File: src/rtl/dbus_arbiter.sv
// dbus_arbiter: round-robin arbiter for two masters onto one shared data bus, with ack timeout.
module dbus_arbiter #(
    parameter int AW = 32,
    parameter int DW = 32,
    parameter int TIMEOUT_CYCLES = 256
) (
    input  logic            clk,
    input  logic            rst,
    input  logic            m0_req_i,
    input  logic            m1_req_i,
    input  logic [AW-1:0]   m0_addr_i,
    input  logic [AW-1:0]   m1_addr_i,
    input  logic [DW-1:0]   m0_wdata_i,
    input  logic [DW-1:0]   m1_wdata_i,
    input  logic            m0_we_i,
    input  logic            m1_we_i,
    input  logic [DW/8-1:0] m0_sel_i,
    input  logic [DW/8-1:0] m1_sel_i,
    output logic            m0_ack_o,
    output logic            m1_ack_o,
    output logic            m0_err_o,
    output logic            m1_err_o,
    output logic [DW-1:0]   m_rdata_o,
    output logic            bus_req_o,
    output logic [AW-1:0]   bus_addr_o,
    output logic [DW-1:0]   bus_wdata_o,
    output logic            bus_we_o,
    output logic [DW/8-1:0] bus_sel_o,
    input  logic            bus_ack_i,
    input  logic [DW-1:0]   bus_rdata_i
);
    localparam int CW = $clog2(TIMEOUT_CYCLES);
    localparam logic [CW-1:0] CMAX = CW'(TIMEOUT_CYCLES - 1);

    typedef enum logic [1:0] {IDLE, BUSY, RESP} state_t;

    state_t        state;
    logic          last_grant;
    logic          gnt;
    logic          pick;
    logic [CW-1:0] cnt;

    // On a tie the master that was not served last wins
    assign pick = (m0_req_i & m1_req_i) ? ~last_grant : m1_req_i;

    always_ff @(posedge clk) begin
        if (rst) begin
            state       <= IDLE;
            last_grant  <= 1'b1;
            gnt         <= 1'b0;
            cnt         <= '0;
            m0_ack_o    <= 1'b0;
            m1_ack_o    <= 1'b0;
            m0_err_o    <= 1'b0;
            m1_err_o    <= 1'b0;
            m_rdata_o   <= '0;
            bus_req_o   <= 1'b0;
            bus_addr_o  <= '0;
            bus_wdata_o <= '0;
            bus_we_o    <= 1'b0;
            bus_sel_o   <= '0;
        end else begin
            case (state)
                IDLE: if (m0_req_i | m1_req_i) begin
                    gnt         <= pick;
                    bus_addr_o  <= pick ? m1_addr_i : m0_addr_i;
                    bus_wdata_o <= pick ? m1_wdata_i : m0_wdata_i;
                    bus_we_o    <= pick ? m1_we_i : m0_we_i;
                    bus_sel_o   <= pick ? m1_sel_i : m0_sel_i;
                    bus_req_o   <= 1'b1;
                    cnt         <= '0;
                    state       <= BUSY;
                end
                BUSY: if (bus_ack_i || cnt == CMAX) begin
                    m_rdata_o <= bus_ack_i ? bus_rdata_i : '0;
                    m0_ack_o  <= ~gnt;
                    m1_ack_o  <= gnt;
                    m0_err_o  <= ~gnt & ~bus_ack_i;
                    m1_err_o  <= gnt & ~bus_ack_i;
                    bus_req_o <= 1'b0;
                    state     <= RESP;
                end else begin
                    cnt <= cnt + 1'b1;
                end
                RESP: begin
                    m0_ack_o   <= 1'b0;
                    m1_ack_o   <= 1'b0;
                    m0_err_o   <= 1'b0;
                    m1_err_o   <= 1'b0;
                    last_grant <= gnt;
                    state      <= IDLE;
                end
                default: state <= IDLE;
            endcase
        end
    end
endmodule

File: config.mk
export PLATFORM = sky130hd
export DESIGN_NAME = dbus_arbiter
export DESIGN_NICKNAME = d
export VERILOG_FILES = /design/src/rtl/dbus_arbiter.sv
export SDC_FILE = /design/constraint.sdc
export NUM_CORES = 1
export LEC_CHECK = 0
export CAP_MARGIN = 15
export CELL_PAD_IN_SITES_DETAIL_PLACEMENT = 2
export CELL_PAD_IN_SITES_GLOBAL_PLACEMENT = 2
export CORE_MARGIN = 5
export CORE_UTILIZATION = 23
export DETAILED_ROUTE_END_ITERATION = 8
export PLACE_DENSITY = 0.93
export SLEW_MARGIN = 20
export SYNTH_ARGS = -nofsm -noshare
export SYNTH_HDL_FRONTEND = slang
export SYNTH_SLANG_ARGS = --single-unit
File: constraint.sdc
create_clock -name clk -period 5.7 [get_ports clk]
set_clock_uncertainty 0.2 [all_clocks]
set_input_delay 0.855 -clock clk [delete_from_list [all_inputs] [get_ports clk]]
set_output_delay 0.855 -clock clk [all_outputs]
set_load 0.01 [all_outputs]
==> flow_summary.json <==
{
  "yosys.area.top_type_share": 0.493,
  "final_common_cell": "clkdlybuf4s50_1",
  "power.density_nw_per_um2": 296,
  "synth.yosys.seq_area_share": 0.493,
  "drt_iter0_drc": 144,
  "drive_above_1_share": 0.0654,
  "cp-end-kind": "flip-flop",
  "clockRootBuffer": "clkbuf_16",
  "cts.sink_count": 118,
  "initial_utilization": 0.236,
  "power_mw": 2.49,
  "netlist_top_cells_area": "dfxtp_1 (49%), mux2i_1 (14%), a211oi_1 (11%), a22o_1 (5.8%), nor2_1 (5.6%)",
  "clk_path_buf_depth": 2,
  "avgSynthCellArea_um2": 10.2,
  "core_area_um2": 20400,
  "ant_nets": 0,
  "die_h_um": 154,
  "drc_errors": 0,
  "synth.distinct_cells": 44,
  "slew_headroom": 0.436,
  "r2r.worst_path.cells": 5,
  "clk_pin_slew_ns": 0.06,
  "routedWlPerCell_um": 19.3,
  "period_minus_slack_ns": 2.71,
  "finalSetupTns_ns": 0,
  "fmax_mhz": 369,
  "path_max_fanout": 82,
  "layout_common_cells": "clkdlybuf4s50_1 (279), dfxtp_1 (118), nor2_1 (72)",
  "wirelength_um": 19700,
  "status": "finished clean",
  "h-tree-depth": 4,
  "critPathRequiredTime_ns": 5.82,
  "worst_pin_slew_ns": 0.841,
  "dr.pass1.iters": 6,
  "grt_overflow": 0,
  "dp_hpwl_um": 14900,
  "final_max_slew_viol_count": 0,
  "cp-start-kind": "input port",
  "io_pins": 281,
  "max_cap_violations": 0,
  "grt_setup_unrepaired": "false",
  "whs_path_depth": 1,
  "path_class": "input port to flip-flop",
  "critPathMaxStageDelay_ns": 0.65,
  "vias": 4776,
  "cts-hold-fix-buffers": 0,
  "grt_max_degree": 83,
  "yosys.area.top_type": "dfxtp_1",
  "slowest_stage": "buf_4",
  "antenna_found_initial": 0,
  "leakage_nw": 3.08,
  "synthesis.nets": 648,
  "die_area_um2": 23800,
  "viasPerCell": 4.69,
  "synth_cells": 472,
  "grt_pass1_wl_um": 30000,
  "cts.repair.resized": 0,
  "grt_usage": 0.160,
  "finalHoldViolCount": 0,
  "syn-cell-area_um2": 4800,
  "numCtsBuffers": 17,
  "period_share": 0.476,
  "path_cells": "clkdlybuf4s50_1 -> o21a_4 -> buf_4 -> nor2_1 -> a211oi_1",
  "area_growth_pct": 75.4,
  "gp_congestion": 0.721,
  "yosys_warnings": 0,
  "cts_tree": "built",
  "portBuffers": 280,
  "post_cts_buffers": 0,
  "cp_data_arrival_time_ns": 2.83,
  "grt_pass1_vias": 5218,
  "worstSkewPairLatency_ns": 0.40,
  "num_rows": 52,
  "synth_seq_cells": 118,
  "die_x_um": 154,
  "diodes": 0,
  "ir_drop_uv": 157,
  "hp-class": "flip-flop to flip-flop",
  "nets": 912,
  "setup_violations": 0
}
## cells in the mapped netlist
cell,count
a32o_1,4
a211oi_1,69
nand2_1,7
o21ai_1,1
o31ai_1,3
nor2b_4,1
a22oi_1,2
o21ai_0,3
nor3b_1,1
o21a_1,2
a21oi_2,1
or3_4,1
o211ai_1,5
nand3_1,7
inv_1,4
o41a_1,1
and2b_2,1
a2111oi_0,1
o21bai_2,1
ha_1,1
a31oi_1,1
a311oi_2,1
dfxtp_1,118
a22o_1,32
nor2b_1,1
or2b_1,1
o41ai_1,1
buf_1,2
nand4_1,3
nor2_1,72
mux2i_1,69
clkbuf_1,19
buf_2,20
nor3_1,1
and3_1,2
or4_1,1
o21ba_2,1
nor3_2,1
o2111ai_1,1
or3b_1,1
buf_6,1
or3_1,1
a21oi_1,5
a21boi_0,1
## through the flow
stage / utilization / std cells / hold slack, ns / worst slack [ns] / instance area (um^2)
floorplan: - / 472 / 0.250 / 3.46 / 4800
global placement: 0.384 / 986 / 0.246 / 2.20 / 7820
detailed placement: 0.385 / 987 / 0.254 / 2.56 / 7850
CTS: 0.413 / 1019 / 0.267 / 2.78 / 8410
global route: 0.413 / 1019 / 0.276 / 2.80 / 8410
finish: 0.413 / 1019 / 0.264 / 2.99 / 8410
## worst max-delay path: cells and delay by family
kind | cells | cell delay [ns]
AND/OR/NAND/NOR | 1 | 0.13
AO/OA/AOI/OAI | 2 | 0.52
buffers and inverters | 2 | 1.26
## worst paths after layout
kind                     startpoint                           end  slack (ns)
max                        m0_req_i  bus_wdata_o[14]$_SDFFE_PP0P_        2.99
min          bus_req_o$_SDFFE_PP0P_        bus_req_o$_SDFFE_PP0P_        0.26
max reg2reg     cnt[0]$_SDFFE_PP0P_           cnt[6]$_SDFFE_PP0P_        3.19
min reg2reg  bus_req_o$_SDFFE_PP0P_        bus_req_o$_SDFFE_PP0P_        0.26
## sequential cells by signal, indices dropped and copies added (netlist names), 2 cells and up
signal / count
m_rdata_o: 32
cnt: 8
state: 2
bus_wdata_o: 32
bus_sel_o: 4
bus_addr_o: 32
## per-layer routing
| layer | track usage | vias up | part of all wire |
|---|---|---|---|
| met5 | 0 | - | 0 |
| met3 | 0.0712 | 15 | 0.094 |
| met1 | 0.172 | 2292 | 0.38 |
| met4 | 0.0328 | 0 | 0.011 |
| li1 | - | 2284 | - |
| met2 | 0.291 | 185 | 0.52 |
## power breakdown
group          internal (mW)  switching, mW
sequential             0.895         0.0416
combinational          0.294          0.223
clock                  0.616          0.421
total                   1.81          0.686
## cell families after synthesis
kind of cell | Yosys count | share of synthesized area
buffers and inverters | 46 | 0.0428
adder cells (fa/ha/maj) | 1 | 0.00261
flip-flops | 118 | 0.493
AND/OR/NAND/NOR | 102 | 0.0950
AO/OA/AOI/OAI | 136 | 0.223
multiplexers | 69 | 0.144
## cell type report
class                      instances  area, um^2
sequential                       118        2360
multi-input combinational        308        2250
clock buffer                      19         443
fill                            2108       12000
timing repair buffer             287        2880
tap                              270         338
clock inverter                    13         124
inverter                           4        15.0
Power figures use the tool's default switching activity.
